[src/rtl/video_pkg.sv]
// Shared types and helpers for the video layer compositor.
package video_pkg;

    typedef enum logic [1:0] {
        MODE_PRIORITY = 2'd0,
        MODE_SELECT   = 2'd1,
        MODE_BLEND    = 2'd2,
        MODE_RSVD     = 2'd3
    } mode_e;

    localparam int          MAX_LAYERS       = 8;
    localparam logic [23:0] BG_COLOR_DEFAULT = 24'h000000;
    localparam logic [3:0]  PRIO_NONE        = 4'd8;

    // Lowest set index wins; PRIO_NONE when no bit is set.
    function automatic logic [3:0] prio_index(input logic [MAX_LAYERS-1:0] valid);
        prio_index = PRIO_NONE;
        for (int i = MAX_LAYERS - 1; i >= 0; i--) begin
            if (valid[i]) prio_index = 4'(i);
        end
    endfunction

endpackage

[src/rtl/video_layer_mux_if.sv]
// Pixel/timing bundle between layer generators, compositor and encoder.
interface video_layer_mux_if #(
    parameter int NUM_LAYERS = 4,
    parameter int CH_W       = 8
);
    localparam int PIX_W = 3 * CH_W;
    localparam int SEL_W = (NUM_LAYERS > 1) ? $clog2(NUM_LAYERS) : 1;

    logic [NUM_LAYERS*PIX_W-1:0] layer_pixel_in;
    logic [NUM_LAYERS-1:0]       layer_valid_in;
    logic                        active_in;
    logic                        hsync_in;
    logic                        vsync_in;
    logic [1:0]                  mode_in;
    logic [SEL_W-1:0]            sel_in;
    logic [7:0]                  alpha_in;
    logic [PIX_W-1:0]            pixel_out;
    logic                        active_out;
    logic                        hsync_out;
    logic                        vsync_out;
    logic [1:0]                  mode_cur_out;

    modport master (
        output layer_pixel_in, layer_valid_in, active_in, hsync_in, vsync_in,
               mode_in, sel_in, alpha_in,
        input  pixel_out, active_out, hsync_out, vsync_out, mode_cur_out
    );

    modport slave (
        input  layer_pixel_in, layer_valid_in, active_in, hsync_in, vsync_in,
               mode_in, sel_in, alpha_in,
        output pixel_out, active_out, hsync_out, vsync_out, mode_cur_out
    );

endinterface

[src/rtl/alpha_blend_channel.sv]
// One colour channel of the blend datapath: registered products, then sum/shift/blank.
module alpha_blend_channel #(
    parameter int CH_W = 8
) (
    input  logic            clk,
    input  logic            rst_n,
    input  logic [8:0]      a_eff_p0,
    input  logic [CH_W-1:0] top_p0,
    input  logic [CH_W-1:0] base_p0,
    input  logic            vld_p1,
    output logic [CH_W-1:0] ch_p2
);
    localparam int          PROD_W = CH_W + 9;
    localparam logic [8:0]  A_FULL = 9'd256;

    logic [PROD_W-1:0] prod_top_p1;
    logic [PROD_W-1:0] prod_base_p1;
    logic [PROD_W-1:0] sum_p1;

    // Stage 2: weighted products
    always_ff @(posedge clk) begin
        prod_top_p1  <= PROD_W'(a_eff_p0) * PROD_W'(top_p0);
        prod_base_p1 <= PROD_W'(A_FULL - a_eff_p0) * PROD_W'(base_p0);
    end

    assign sum_p1 = prod_top_p1 + prod_base_p1;

    // Stage 3: sum, truncate, blank outside the active region
    always_ff @(posedge clk or negedge rst_n) begin
        if (!rst_n) begin
            ch_p2 <= '0;
        end else begin
            ch_p2 <= vld_p1 ? CH_W'(sum_p1 >> 8) : '0;
        end
    end

endmodule

[src/rtl/video_layer_mux.sv]
// Pipelined layer compositor: priority / fixed select / alpha blend, 3-cycle latency.
module video_layer_mux
    import video_pkg::*;
#(
    parameter int                NUM_LAYERS = 4,
    parameter int                CH_W       = 8,
    parameter logic [3*CH_W-1:0] BG_COLOR   = (3*CH_W)'(BG_COLOR_DEFAULT)
) (
    input logic              clk_in,
    input logic              rst_n_in,
    video_layer_mux_if.slave vif
);
    localparam int         PIX_W  = 3 * CH_W;
    localparam int         SEL_W  = (NUM_LAYERS > 1) ? $clog2(NUM_LAYERS) : 1;
    localparam logic [8:0] A_FULL = 9'd256;

    mode_e            mode_cur;
    logic [SEL_W-1:0] sel_cur;
    logic [7:0]       alpha_cur;
    logic             vs_prev;
    logic             vs_rise;

    // Config only moves on a vsync rising edge so a frame never mixes modes.
    assign vs_rise = vif.vsync_in & ~vs_prev;

    always_ff @(posedge clk_in or negedge rst_n_in) begin
        if (!rst_n_in) begin
            vs_prev   <= 1'b0;
            mode_cur  <= MODE_PRIORITY;
            sel_cur   <= '0;
            alpha_cur <= 8'd255;
        end else begin
            vs_prev <= vif.vsync_in;
            if (vs_rise) begin
                mode_cur  <= mode_e'(vif.mode_in);
                sel_cur   <= vif.sel_in;
                alpha_cur <= vif.alpha_in;
            end
        end
    end

    logic [PIX_W-1:0] layer_pix [NUM_LAYERS];

    for (genvar g = 0; g < NUM_LAYERS; g++) begin : g_unpack
        assign layer_pix[g] = vif.layer_pixel_in[g*PIX_W +: PIX_W];
    end

    logic [MAX_LAYERS-1:0] valid_ext;
    logic [3:0]            top_idx;
    logic [3:0]            base_idx;
    logic [PIX_W-1:0]      pri_pix;
    logic [PIX_W-1:0]      base_pix;
    logic [PIX_W-1:0]      sel_pix;
    logic [PIX_W-1:0]      top_s;
    logic [PIX_W-1:0]      base_s;
    logic [8:0]            a_eff_s;

    // Every mode is expressed as a blend so latency is identical:
    // non-blend modes use a_eff = 256 with top == base.
    always_comb begin
        valid_ext = MAX_LAYERS'(vif.layer_valid_in);
        top_idx   = prio_index(valid_ext);
        base_idx  = prio_index(valid_ext & ~MAX_LAYERS'(1));
        pri_pix   = BG_COLOR;
        base_pix  = BG_COLOR;
        sel_pix   = BG_COLOR;
        for (int i = 0; i < NUM_LAYERS; i++) begin
            if (top_idx == 4'(i))    pri_pix  = layer_pix[i];
            if (base_idx == 4'(i))   base_pix = layer_pix[i];
            if (sel_cur == SEL_W'(i)) sel_pix = layer_pix[i];
        end

        top_s   = pri_pix;
        base_s  = pri_pix;
        a_eff_s = A_FULL;
        case (mode_cur)
            MODE_SELECT: begin
                top_s  = sel_pix;
                base_s = sel_pix;
            end
            MODE_BLEND: begin
                top_s   = layer_pix[0];
                base_s  = base_pix;
                a_eff_s = vif.layer_valid_in[0] ? ({1'b0, alpha_cur} + 9'(alpha_cur[7])) : '0;
            end
            default: ;
        endcase
    end

    logic [PIX_W-1:0] top_p0;
    logic [PIX_W-1:0] base_p0;
    logic [8:0]       a_eff_p0;
    logic             vld_p0, vld_p1, vld_p2;
    logic             hs_p0, hs_p1, hs_p2;
    logic             vs_p0, vs_p1, vs_p2;

    // Stage 1: resolved top/base/weight
    always_ff @(posedge clk_in) begin
        top_p0   <= top_s;
        base_p0  <= base_s;
        a_eff_p0 <= a_eff_s;
    end

    always_ff @(posedge clk_in or negedge rst_n_in) begin
        if (!rst_n_in) begin
            {vld_p0, vld_p1, vld_p2} <= '0;
            {hs_p0, hs_p1, hs_p2}    <= '0;
            {vs_p0, vs_p1, vs_p2}    <= '0;
        end else begin
            {vld_p0, vld_p1, vld_p2} <= {vif.active_in, vld_p0, vld_p1};
            {hs_p0, hs_p1, hs_p2}    <= {vif.hsync_in, hs_p0, hs_p1};
            {vs_p0, vs_p1, vs_p2}    <= {vif.vsync_in, vs_p0, vs_p1};
        end
    end

    logic [PIX_W-1:0] pix_p2;

    for (genvar c = 0; c < 3; c++) begin : g_ch
        alpha_blend_channel #(
            .CH_W (CH_W)
        ) u_ch (
            .clk      (clk_in),
            .rst_n    (rst_n_in),
            .a_eff_p0 (a_eff_p0),
            .top_p0   (top_p0[c*CH_W +: CH_W]),
            .base_p0  (base_p0[c*CH_W +: CH_W]),
            .vld_p1   (vld_p1),
            .ch_p2    (pix_p2[c*CH_W +: CH_W])
        );
    end

    assign vif.pixel_out    = pix_p2;
    assign vif.active_out   = vld_p2;
    assign vif.hsync_out    = hs_p2;
    assign vif.vsync_out    = vs_p2;
    assign vif.mode_cur_out = mode_cur;

endmodule

[src/flat_wrapper.sv]
// flat-port wrapper written by rule: the top's interface ports become plain ports
module video_layer_mux_flat import video_pkg::*;
#(
    parameter int                NUM_LAYERS = 4,
    parameter int                CH_W       = 8,
    parameter logic [3*CH_W-1:0] BG_COLOR   = (3*CH_W)'(BG_COLOR_DEFAULT)
)
  (clk_in, rst_n_in, vif_layer_pixel_in, vif_layer_valid_in, vif_active_in, vif_hsync_in, vif_vsync_in, vif_mode_in, vif_sel_in, vif_alpha_in, vif_pixel_out, vif_active_out, vif_hsync_out, vif_vsync_out, vif_mode_cur_out);
  video_layer_mux_if #(.NUM_LAYERS(NUM_LAYERS), .CH_W(CH_W)) vif_i ();
  input logic clk_in;
  input logic rst_n_in;
  input wire logic [$bits(vif_i.layer_pixel_in)-1:0] vif_layer_pixel_in;
  input wire logic [$bits(vif_i.layer_valid_in)-1:0] vif_layer_valid_in;
  input wire logic [$bits(vif_i.active_in)-1:0] vif_active_in;
  input wire logic [$bits(vif_i.hsync_in)-1:0] vif_hsync_in;
  input wire logic [$bits(vif_i.vsync_in)-1:0] vif_vsync_in;
  input wire logic [$bits(vif_i.mode_in)-1:0] vif_mode_in;
  input wire logic [$bits(vif_i.sel_in)-1:0] vif_sel_in;
  input wire logic [$bits(vif_i.alpha_in)-1:0] vif_alpha_in;
  output wire logic [$bits(vif_i.pixel_out)-1:0] vif_pixel_out;
  output wire logic [$bits(vif_i.active_out)-1:0] vif_active_out;
  output wire logic [$bits(vif_i.hsync_out)-1:0] vif_hsync_out;
  output wire logic [$bits(vif_i.vsync_out)-1:0] vif_vsync_out;
  output wire logic [$bits(vif_i.mode_cur_out)-1:0] vif_mode_cur_out;
  assign vif_i.layer_pixel_in = vif_layer_pixel_in;
  assign vif_i.layer_valid_in = vif_layer_valid_in;
  assign vif_i.active_in = vif_active_in;
  assign vif_i.hsync_in = vif_hsync_in;
  assign vif_i.vsync_in = vif_vsync_in;
  assign vif_i.mode_in = vif_mode_in;
  assign vif_i.sel_in = vif_sel_in;
  assign vif_i.alpha_in = vif_alpha_in;
  assign vif_pixel_out = vif_i.pixel_out;
  assign vif_active_out = vif_i.active_out;
  assign vif_hsync_out = vif_i.hsync_out;
  assign vif_vsync_out = vif_i.vsync_out;
  assign vif_mode_cur_out = vif_i.mode_cur_out;
  video_layer_mux #(.NUM_LAYERS(NUM_LAYERS), .CH_W(CH_W), .BG_COLOR(BG_COLOR)) u_core (.clk_in(clk_in), .rst_n_in(rst_n_in), .vif(vif_i));
endmodule
[config.mk]
export PLATFORM = sky130hd
export DESIGN_NAME = video_layer_mux_flat
export DESIGN_NICKNAME = d
export VERILOG_FILES = /design/src/rtl/video_pkg.sv /design/src/rtl/video_layer_mux_if.sv /design/src/rtl/alpha_blend_channel.sv /design/src/rtl/video_layer_mux.sv /design/src/flat_wrapper.sv
export SDC_FILE = /design/constraint.sdc
export NUM_CORES = 1
export LEC_CHECK = 0
export BUFFER_PORTS_ARGS = -buffer_cell sky130_fd_sc_hd__buf_2
export CAP_MARGIN = 40
export CORE_MARGIN = 1.5
export CORE_UTILIZATION = 31
export CTS_CLUSTER_DIAMETER = 50
export CTS_CLUSTER_SIZE = 25
export DETAILED_ROUTE_END_ITERATION = 7
export PLACE_DENSITY = 0.56
export RECOVER_POWER = 100
export SETUP_SLACK_MARGIN = 0.02
export SYNTH_ARGS = -nofsm -noshare
export SYNTH_HDL_FRONTEND = slang
export SYNTH_SLANG_ARGS = --single-unit
[constraint.sdc]
create_clock -name clk_in -period 15 [get_ports clk_in]
set_clock_uncertainty 0.1 [all_clocks]
set_input_delay 0 -clock clk_in [delete_from_list [all_inputs] [get_ports clk_in]]
set_output_delay 0 -clock clk_in [all_outputs]
set_load 0.005 [all_outputs]
## Yosys cells after proc, flatten, opt, wreduce, memory -nomap -nowiden

Cells that the tools add are included.

| storage, ports and cells | value |
|---|---|
| register bits after elaboration | 198 |
| input port bits | 117 |
| logic and storage cells | 75 |

| cells by class | value |
|---|---|
| add/sub/neg operators | 5 |
| muxes and demuxes | 22 |
| reductions and logical operators | 4 |
| eq/ne operators | 11 |
| $mul | 6 |
| bitwise logic cells | 2 |

Operator list:

| kind | number |
|---|---|
| two-way mux 24 bit | 12 |
| one-hot mux 24 bit (2 select lines) | 2 |
| adder 16 bit | 3 |
| multiplier 9 x 8 -> 16 bit | 3 |
| multiplier 17 x 8 -> 16 bit | 2 |
| two-way mux 8 bit | 3 |
| equality test 4 x 2 -> 1 bit (second input constant) | 4 |
| multiplier 10 x 9 -> 16 bit | 1 |
| two-way mux 4 bit | 4 |
| subtractor 9 x 9 -> 10 bit (first input constant) | 1 |
| adder 8 x 1 -> 9 bit | 1 |
| two-way mux 9 bit | 1 |
| equality test 4 x 1 -> 1 bit (second input constant) | 2 |
| zero test 4 bit | 2 |
| equality test 2 bit (second input constant) | 3 |
| equality test 2 x 1 -> 1 bit (second input constant) | 2 |
| zero test 2 bit | 1 |
| AND reduction 2 bit | 1 |
| AND 1 bit | 1 |
| inverter 1 bit | 1 |

## Longest topological paths before layout

Gate-level depths: netlist of run 1.

| logic depth | value |
|---|---|
| depth in word-level cells | 10 |
| depth in mapped cells | 24 |
| depth with buffers taken out | 22 |

## Hierarchy

Synthesis of run 1 repeated with hierarchy kept, for this count alone.

| unflattened totals | value |
|---|---|
| cell total of the unflattened synthesis | 2,612 |
| area total of the unflattened synthesis | 23,492.5 um^2 |

By module, submodules not included:

| module | sequential area each (um^2) | cells each | instances | area each (um^2) |
|---|---|---|---|---|
| alpha_blend_channel (u_core.g_ch[0].u_ch) | 840.8 | 732 | 1 | 6,521.3 |
| alpha_blend_channel (u_core.g_ch[1].u_ch) | 840.8 | 723 | 1 | 6,429.9 |
| alpha_blend_channel (u_core.g_ch[2].u_ch) | 840.8 | 713 | 1 | 6,424.9 |
| video_layer_mux | 1,676.6 | 444 | 1 | 4,116.4 |

## Worst setup path after synthesis of run 1

Ideal clock, no wire load.

| timing path | value |
|---|---|
| path type | reg-to-reg |
| from | register u_core.a_eff_p0[5] |
| to | register u_core.g_ch[0].u_ch.prod_base_p1[15] |
| arrival time | 5.451 ns |
| setup slack | 9.329 ns |
| stages on the path, launching flop included | 21 |
| required time | 14.780 ns |
| path buffers | 2 |
| path through | dfxtp_1 > buf_2 > or4_4 > nor4b_4 > xor2_2 > clkbuf_1 > nand2_1 > fa_1 > inv_1 > fa_1 > fa_1 > inv_1 > fa_1 > inv_1 > ha_1 > o21a_1 > nor2_1 > nor3_1 > a2111oi_0 > a21oi_1 > xnor2_1 |

| on the way | value |
|---|---|
| word-level cells in the longest chain between the ends | 2 |

Ends and longest elaborated chain:

| what | line | source |
|---|---|---|
| from (decl) | video_layer_mux.sv:92 | `logic [8:0] a_eff_p0;` |
| from (signal assigned) | video_layer_mux.sv:101 | `a_eff_p0 <= a_eff_s;` |
| subtractor 9 x 9 -> 10 bit | alpha_blend_channel.sv:23 | `prod_base_p1 <= PROD_W'(A_FULL - a_eff_p0) * PROD_W'(base_p0);` |
| multiplier 10 x 9 -> 16 bit | alpha_blend_channel.sv:23 |  |
| to (signal assigned) | alpha_blend_channel.sv:23 |  |
| to (decl) | alpha_blend_channel.sv:17 | `logic [PROD_W-1:0] prod_base_p1;` |

No other way between the ends.
A chain may end at the register's enable or synchronous reset.

## Final worst setup path of run 1

| timing path | value |
|---|---|
| from | register u_core.a_eff_p0[0] |
| to | register u_core.g_ch[0].u_ch.prod_base_p1[15] |

Same word-level chain as after synthesis.

==> results.cfg, run 1 <==
[synthesis]
yosys-top-cells-area = fa_1 (26%), dfxtp_1 (13%), ha_1 (13%), inv_1 (7.2%), and2_1 (7.1%)
syn_avg_cell_area_um2 = 9.03
yosysUniqueCellTypes = 65
ys_seq_elements = 198
synth-main-ff-cell = dfxtp_1
yosysSeqAreaShare_pct = 18.4
ys_async_sr_fraction_pct = 22.7
synth_edf_count = 0
syn_nets = 3170
syn_area_mm2 = 0.0228
yosysTopAreaCellShare_pct = 25.8
synthCells = 2524
yosysWarningCount = 0
synth_top_area_cell = fa_1

[finish]
drive_above_1_share_pct = 8.64
final_cell_mix = inv_1 (435), fa_1 (294), nand2_1 (285), and2_1 (236), ha_1 (235)
syn_to_final_growth_pct = 14.8
n_antenna_cell = 0
finalNetCount = 3353
final_common_cell = inv_1
fillers = 7515

[run_status]
outcome = complete, but fails checks
violations = max-capacitance violations, max-slew violations

[sta]
finalHoldViolations = 0
tightest_slew_ns = 2.83
slew_headroom_pct = -89.0
rsz0062_at_grt = no
min_period_ns = 7.83
fin_crit_sh_pct = 52.2
setup_ws_ns = 7.17
maxClockFrequency_ghz = 0.128
finalMaxSlewViolations = 124
setup_viol = 0
tns_ns = 0

[power]
p_leak_nw = 12.8
p_clk_share_pct = 13.6
power-per-cell-area_mw_per_mm2 = 139
peakVddDrop_mv = 0.0933
p_sw_share_pct = 46.7
finalPower_mw = 3.63
p_int_mw = 1.94
seqPwrFrac_pct = 24.7
p_comb_share_pct = 61.7
power.switching_mw = 1.69

[global_routing]
grt_pass1_vias = 17212
grt_usage_pct = 15.6
grt_pass1_wl_um = 91800
grt-ovfl-total = 0
grt_max_degree = 61
antenna_found_initial = 5

[critical_path]
start_kind = flip-flop
r2r_slack_ns = 7.17
cp_max_fo = 51
endpoint_kind = flip-flop
cp.arrival_ns = 8.13
cp_num_buf_inv = 6
required_ns = 15.29
critPathCapture = u_core.g_ch[0].u_ch.prod_base_p1[15]
critPathTopFamily = adder cells
r2r-end = u_core.g_ch[0].u_ch.prod_base_p1[15]
critPathSlowestCell = clkbuf_1
crit_cells = 21
slowest_delay_ns = 1.57
crit_chain = clkbuf_1, inv_1, ha_1, nand2_1, nor3_1, xnor2_1, clkbuf_1, nand2_1, fa_1, inv_1, fa_1, fa_1, inv_1, fa_1, inv_1, ha_1, nand3_1, nor3_1, a2111oi_0, a21oi_1, xnor2_1
crit_type = flip-flop to flip-flop
r2r_cells = 21
startpoint = u_core.a_eff_p0[0]
timing.rr.start = u_core.a_eff_p0[0]

[die]
core_area_mm2 = 0.0728
rows = 99
die_w_um = 274
fp.dieH_um = 274
start_util_pct = 31.3
die_area_mm2 = 0.0751
io_pins = 146

[detailed_routing]
ant_nets = 0
viasPerCell = 4.63
post-route-drc-count = 0
drtIter0Drc = 612
drt_wl_total_um = 55900
drt_first_pass_iters = 6
wl_per_cell_um = 15.2
num_vias = 17038

[clock_tree]
tritoncts = done
clkTransAtPathRegs_ns = 0.08
root_buffer = clkbuf_16
clkSinkCount = 198
cts-buffers-inserted = 17
htree_levels = 4
ctsLongestPathBuffers = 2
insertion_delay_ns = 0.51
postCtsResizedCells = 0

[min_path]
hold_class = primary input to flip-flop

[placement]
port_buffers = 145
pre_cts_slack_ns = 8.80
place_hpwl_um = 44500
gp_congestion = 0.799

[run]
cap_violations = 3
sequential cells by signal, indices dropped and copies added, names as in the netlist, 2 cells and up:
register / count
u_core.alpha_cur: 8
u_core.a_eff_p0: 9
u_core.g_ch.u_ch.ch_p2: 24
u_core.sel_cur: 2
u_core.g_ch.u_ch.prod_top_p1: 48
u_core.top_p0: 24
u_core.g_ch.u_ch.prod_base_p1: 48
u_core.vif.mode_cur_out: 2
u_core.base_p0: 24
cell usage after synthesis, types with 5 or more instances:
| master | number |
|---|---|
| mux4_2 | 24 |
| o211ai_1 | 5 |
| and3_1 | 8 |
| buf_1 | 15 |
| a21o_1 | 17 |
| clkbuf_1 | 97 |
| dfxtp_1 | 153 |
| ha_1 | 235 |
| a31oi_1 | 5 |
| nand2_1 | 285 |
| a2bb2oi_1 | 23 |
| dfstp_2 | 8 |
| a21oi_1 | 93 |
| o21a_1 | 16 |
| inv_1 | 435 |
| nand3_1 | 17 |
| nor3_1 | 21 |
| buf_2 | 5 |
| nand4_1 | 5 |
| and2_1 | 257 |
| nor2_1 | 74 |
| mux2_2 | 10 |
| a22oi_1 | 47 |
| xnor2_1 | 106 |
| nand2b_1 | 18 |
| or2_2 | 6 |
| xor2_1 | 24 |
| dfrtp_1 | 37 |
| fa_1 | 294 |
| o21ai_0 | 103 |
| nor2b_1 | 14 |
| a211oi_1 | 7 |
| or3_1 | 8 |
stage by stage:
stage,hold slack [ns],std cells,utilization [%],instance area [um^2]
2_1_floorplan,-0.396,2524,-,22800
3_3_place_gp,0.00899,3533,33.5,24400
3_5_place_dp,0.0110,3537,33.6,24500
4_1_cts,0.000403,3678,36.0,26200
5_1_grt,0.0246,3679,35.9,26100
6_report,0.0356,3679,35.9,26100
cell type report:
class	count	area [um^2]	area share, %
Clock inverter	12	145	0.555
Multi-Input combinational cell	1772	16500	63.1
Timing Repair Buffer	282	1990	7.62
Tap cell	959	1200	4.59
Sequential cell	198	4200	16.1
Clock buffer	20	478	1.83
Inverter	436	1640	6.26
repair_timing:
item / in CTS / in global routing
hold buffers: 109 / 0
endpoints found under the hold margin: 107 / 0
setup buffers: 0 / 0
power groups by stage:
stage | registers [mW] | clock network (mW) | logic, mW
floorplan | 0.770 | 0 | 1.71
global placement | 0.912 | 0 | 2.20
detailed placement | 0.914 | 0 | 2.22
CTS | 0.901 | 0.515 | 2.28
global route | 0.917 | 0.533 | 2.58
finish | 0.896 | 0.496 | 2.24
routing by layer:
metal	part of all wire, %	up-vias	global-route usage, %
li1	-	8339	-
met1	49	8329	21.5
met2	46	333	25.4
met3	4.1	37	2.04
met4	1.5	0	4.54
met5	0	-	0
worst min-delay path, delay by kind of cell:
kind | cells | cell delay (ns)
compound gates | 4 | 0.36
buf+inv | 1 | 0.09
simple gates | 2 | 0.15
kinds of logic after synthesis:
logic type | Yosys count | synth area share, %
simple gates | 726 | 16.0
fa+ha+maj | 529 | 38.7
flops | 198 | 18.4
xor+xnor | 131 | 5.07
compound gates | 348 | 9.58
mux | 38 | 3.04
buf+inv | 554 | 9.16
worst min path at each step:
stage                                start                           end  slack [ns]  cells past startpoint
floorplan                         rst_n_in  u_core.g_ch[0].u_ch.ch_p2[0]       -0.40                      0
global placement              vif_hsync_in                  u_core.hs_p0       0.009                      1
detailed placement           vif_active_in                 u_core.vld_p0        0.01                      1
CTS                 vif_layer_pixel_in[55]             u_core.base_p0[7]      0.0004                      4
global route                 vif_active_in                 u_core.vld_p0        0.02                      2
finish              vif_layer_pixel_in[86]            u_core.base_p0[14]        0.04                      7
Note: power is estimated with default switching activity, not from simulation.
==> run 2, diff against run 1 <==
Clock period 15 ns to 8.1 ns, I/O delays scaled along.
==> run 2 against run 1 <==
The run still ends with max-capacitance violations, max-slew violations left. Sequential share of layout area about the same. Clock power increased by 76%. Global-route usage grew 0.19 points. Critical path depth fell by 2. Register-to-register slack worse by 6.1 ns. Sequential power rose by 86%. Largest power group unchanged.
==> results.cfg, run 2 (same netlist as run 1, synthesis figures left out) <==
[global_routing]
grt_max_degree = 76
grt-ovfl-total = 0
antenna_found_initial = 11
grt_pass1_wl_um = 92200
grt_pass1_vias = 17021
grt_usage_pct = 15.8

[power]
peakVddDrop_mv = 0.154
p_comb_share_pct = 62.5
seqPwrFrac_pct = 24.6
power.switching_mw = 3.22
power-per-cell-area_mw_per_mm2 = 259
p_leak_nw = 12.8
p_clk_share_pct = 12.9
p_sw_share_pct = 47.6
p_int_mw = 3.55

[finish]
finalNetCount = 3362
regArea_mm2 = 0.00420
fillers = 7514
largestRegisters = u_core.g_ch.u_ch.prod_base_p1 (48), u_core.g_ch.u_ch.prod_top_p1 (48)
drive_above_1_share_pct = 8.39
final_common_cell = inv_1
final_cell_mix = inv_1 (435), fa_1 (294), nand2_1 (285), and2_1 (241), ha_1 (235)
fin_util_pct = 35.9
syn_to_final_growth_pct = 14.8
multi_input_comb_area_mm2 = 0.0165
final_cells = 3689

[sta]
tightest_slew_ns = 2.82
setup_viol = 0
maxClockFrequency_ghz = 0.143
tns_ns = 0
rsz0062_at_grt = no
finalHoldViolations = 0
slew_headroom_pct = -87.9
min_period_ns = 7.01
finalMaxSlewViolations = 72
fin_crit_sh_pct = 86.5

[critical_path]
crit_chain = clkbuf_1, or4_1, nor4b_1, xor2_2, nand2_1, fa_1, inv_1, fa_1, fa_1, inv_1, fa_1, inv_1, ha_1, o21a_1, nor2_1, nor3_1, a2111oi_0, a21oi_1, xnor2_1
cp.arrival_ns = 7.30
cp_max_fo = 28
endpoint_kind = flip-flop
critPathTopFamily = adder cells
crit_type = flip-flop to flip-flop
cp_num_buf_inv = 4
slowest_delay_ns = 0.71
critPathSlowestCell = or4_1
start_kind = flip-flop
required_ns = 8.40
cpMostUsedCell = fa_1

[clock_tree]
ctsLongestPathBuffers = 2
clkTransAtPathRegs_ns = 0.08
clkSinkCount = 198
tritoncts = done
root_buffer = clkbuf_16
cts-buffers-inserted = 17
insertion_delay_ns = 0.51
htree_levels = 4
cts_hold_buf = 120
cts_setup_buffers = 0
postCtsResizedCells = 0

[placement]
port_buffers = 145
place_hpwl_um = 45200
place_inst = 3536
gp_congestion = 0.801

[die]
die_area_mm2 = 0.0751
start_util_pct = 31.3
rows = 99
fp.dieH_um = 274
io_pins = 146
core_area_mm2 = 0.0728
die_w_um = 274

[run]
cap_violations = 2

[detailed_routing]
met1Wirelength_um = 27100
wl_per_cell_um = 15.4
drt_first_pass_iters = 6
viasPerCell = 4.65
num_vias = 17163
post-route-drc-count = 0
drt_wl_total_um = 56800
drtIter0Drc = 790
ant_nets = 0
wl_met3_um = 2960
wl_met2_um = 25600
routed.top_layer = met5

[run_status]
violations = max-capacitance violations, max-slew violations
outcome = complete, but fails checks

[min_path]
hold_class = primary input to flip-flop
run 2: cell types whose count changed in the layout (fill, tap and decap cells not counted), sizes merged:
| cell | previous run | this run |
|---|---|---|
| dlygate4sd3 | 109 | 120 |
| buf | 148 | 145 |
| inv | 441 | 443 |
| clkbuf | 45 | 44 |
| diode | 0 | 1 |
run 2: worst register-to-register path: stages (launching register included):
cell and delay [ns]:
dfxtp_1 0.30, clkbuf_1 0.52, or4_1 0.72, nor4b_1 0.50
xor2_2 0.70, nand2_1 0.19, fa_1 0.56, inv_1 0.05
fa_1 0.47, fa_1 0.54, inv_1 0.05, fa_1 0.47
inv_1 0.04, ha_1 0.31, o21a_1 0.20, nor2_1 0.13
nor3_1 0.07, a2111oi_0 0.62, a21oi_1 0.19, xnor2_1 0.17
run 2: per-stage QoR:
stage	setup slack, ns	cell area, um^2	total power, mW	hold slack, ns
floorplan	2.43	22800	4.60	-0.396
detailed placement	1.69	24500	5.87	0.0114
global route	0.694	26200	7.48	0.0400
CTS	1.69	26200	6.89	0.00342
global placement	1.79	24400	5.85	0.00804
finish	1.09	26200	6.77	0.0362
run 2: area by class of cell:
| cell class | count | share of cell area, % |
|---|---|---|
| diodes | 1 | 0.00957 |
| clock buffers | 18 | 1.64 |
| clock inverters | 14 | 0.536 |
| inverters | 436 | 6.26 |
| multi-input cells | 1772 | 63.0 |
| flip-flops and latches | 198 | 16.1 |
| well taps | 959 | 4.59 |
| repair buffers | 291 | 7.93 |
run 2: power by group through the flow:
| stage | combinational [mW] | clock (mW) | sequential (mW) |
|---|---|---|---|
| 2_1_floorplan | 3.17 | 0 | 1.43 |
| 3_3_place_gp | 4.17 | 0 | 1.69 |
| 6_report | 4.23 | 0.873 | 1.67 |
| 5_1_grt | 4.84 | 0.942 | 1.69 |
| 3_5_place_dp | 4.19 | 0 | 1.69 |
| 4_1_cts | 4.31 | 0.915 | 1.67 |
run 2: layer usage:
metal  up-vias  GRT usage (%)
met1      8354           21.8
met3        54           2.73
met4         6           4.70
li1       8348              -
met5         -              0
met2       401           25.1
run 2: worst paths after layout:
kind                                        startpoint  depth (start not counted)  slack, ns                                   end
max in group asynchronous                     rst_n_in                          3       5.38                        u_core.vs_prev
min in group asynchronous                     rst_n_in                          3       0.93          u_core.g_ch[1].u_ch.ch_p2[5]
worst min register to register            u_core.hs_p1                          0       0.25                  u_core.vif.hsync_out
worst max-delay path                u_core.a_eff_p0[2]                         19       1.09  u_core.g_ch[0].u_ch.prod_base_p1[15]
worst min-delay path            vif_layer_pixel_in[94]                          5       0.04                    u_core.base_p0[22]
worst max register to register      u_core.a_eff_p0[2]                         19       1.09  u_core.g_ch[0].u_ch.prod_base_p1[15]
==> run 3, diff against run 2 <==
Settings changed: CORE_UTILIZATION 31 to 25, PLACE_DENSITY 0.56 to 0.5.
==> run 3 against run 2 <==
The flow still finishes with violations (max-capacitance violations, max-slew violations). Flip-flop and latch count did not move. Combinational power barely moved. Largest power group unchanged. Critical path type unchanged. Routed wire length rose by 4.8%. Maximum frequency rose by 3.2%. Highest routed layer is now met4. Die area rose by 24%.
==> results.cfg, run 3 (same netlist as run 1, synthesis figures left out) <==
[power]
p_leak_nw = 12.9
peakVddDrop_mv = 0.148
p_int_mw = 3.61
p_comb_share_pct = 62.1
power.switching_mw = 3.24
power-per-cell-area_mw_per_mm2 = 257
p_sw_share_pct = 47.3
p_clk_share_pct = 13.7
seqPwrFrac_pct = 24.2

[global_routing]
grt_pass1_wl_um = 97100
grt_pass1_vias = 17593
grt-ovfl-total = 0
grt_max_degree = 53
grt_usage_pct = 13.3
antenna_found_initial = 6

[detailed_routing]
wl_per_cell_um = 15.2
viasPerCell = 4.34
drt_wl_total_um = 59600
num_vias = 17011
post-route-drc-count = 0
drtIter0Drc = 706
drt_first_pass_iters = 5
ant_nets = 0

[die]
rows = 110
die_w_um = 305
fp.dieH_um = 305
core_area_mm2 = 0.0901
io_pins = 146
start_util_pct = 25.3
die_area_mm2 = 0.0929

[finish]
finalNetCount = 3376
drive_above_1_share_pct = 8.31
fin_util_pct = 29.6
final_cell_mix = inv_1 (435), fa_1 (294), nand2_1 (285), and2_1 (240), ha_1 (235)
largestRegisters = u_core.g_ch.u_ch.prod_base_p1 (48), u_core.g_ch.u_ch.prod_top_p1 (48)
final_common_cell = inv_1
stdcell_area_mm2 = 0.0267
syn_to_final_growth_pct = 17.1

[critical_path]
cp_max_fo = 27
crit_type = flip-flop to flip-flop
endpoint_kind = flip-flop
cp.arrival_ns = 7.12
required_ns = 8.43
start_kind = flip-flop

[sta]
fin_crit_sh_pct = 83.8
maxClockFrequency_ghz = 0.147
finalMaxSlewViolations = 68
tightest_slew_ns = 2.81
setup_viol = 0
tns_ns = 0
slew_headroom_pct = -87.1
rsz0062_at_grt = no
finalHoldViolations = 0
min_period_ns = 6.79

[placement]
placedInstanceArea_mm2 = 0.0248
gp_congestion = 0.800
place_hpwl_um = 48300
port_buffers = 145

[clock_tree]
clkTransAtPathRegs_ns = 0.08
htree_levels = 4
cts_setup_buffers = 0
root_buffer = clkbuf_16
ctsLongestPathBuffers = 2
insertion_delay_ns = 0.51
cts-buffers-inserted = 17
tritoncts = done
clkSinkCount = 198

[run_status]
violations = max-capacitance violations, max-slew violations
outcome = complete, but fails checks

[run]
cap_violations = 2

[min_path]
hold_class = primary input to flip-flop
[run 3: changes by cell type in the layout (fill, tap and decap cells not counted), sizes merged]
cell / previous run / this run
bufinv: 0 / 1
buf: 145 / 139
inv: 443 / 442
clkbuf: 44 / 50
dlygate4sd3: 120 / 133
clkinv: 7 / 8
diode: 1 / 3
[run 3: routing by layer]
metal,global-route usage [%],wire (um),share of wire (%)
met1,19.5,30800,52
met2,20.4,26000,44
met3,1.73,1890,3.2
met4,3.69,927,1.6
met5,0,0,0
[run 3: worst max-delay path: stages, from the launching register on]
cell,delay [ns]
dfxtp_1,0.31
clkbuf_1,0.94
inv_1,0.19
ha_1,0.29
nand2_1,0.10
nor3_1,0.06
xnor2_1,0.67
buf_4,0.34
nand2_1,0.10
fa_1,0.41
fa_1,0.54
inv_1,0.05
fa_1,0.53
inv_1,0.05
fa_1,0.47
inv_1,0.04
ha_1,0.32
a21oi_1,0.22
nor2b_1,0.09
a31o_2,0.21
a311o_1,0.32
a21oi_1,0.17
xnor2_1,0.14
[run 3: path summary, 6_finish.rpt]
check / from / endpoint / cells after the start / slack (ns)
max: u_core.a_eff_p0[1] / u_core.g_ch[2].u_ch.prod_base_p1[14] / 22 / 1.31
min: vif_layer_pixel_in[63] / u_core.base_p0[15] / 4 / 0.02
max reg2reg: u_core.a_eff_p0[1] / u_core.g_ch[2].u_ch.prod_base_p1[14] / 22 / 1.31
min reg2reg: u_core.vld_p0 / u_core.vld_p1 / 0 / 0.26
max in group asynchronous: rst_n_in / u_core.g_ch[0].u_ch.ch_p2[3] / 3 / 5.30
min in group asynchronous: rst_n_in / u_core.sel_cur[1] / 3 / 0.94
[run 3: final cells by class]
class / count / area, um^2
clock buffer: 17 / 425
inverter: 436 / 1640
fill: 9577 / 63500
tap: 1176 / 1470
clock inverter: 15 / 205
antenna: 3 / 7.51
sequential: 198 / 4200
multi-input combinational: 1772 / 16500
timing repair buffer: 305 / 2230
[run 3: per-stage QoR]
stage	hold slack (ns)	worst slack (ns)	total power, mW	std cells
after CTS	0.00289	2.04	6.97	3919
after detailed placement	0.0146	2.04	5.88	3754
after global placement	0.00872	2.15	5.84	3751
final	0.0219	1.31	6.85	3922
after floorplan	-0.396	2.43	4.60	2524
after global routing	0.0303	0.831	7.59	3921
[run 3: what timing repair did]
action,in CTS,in global routing
endpoints found under the hold margin,108,0
hold buffers,133,0
gates resized for setup,0,0
setup endpoints to repair,0,0
[run 3: power by group through the flow]
stage / Clock (mW) / Sequential [mW] / Combinational (mW)
3_3_place_gp: 0 / 1.68 / 4.16
3_5_place_dp: 0 / 1.68 / 4.20
6_report: 0.936 / 1.66 / 4.26
2_1_floorplan: 0 / 1.43 / 3.17
5_1_grt: 1.01 / 1.70 / 4.89
4_1_cts: 0.973 / 1.66 / 4.33
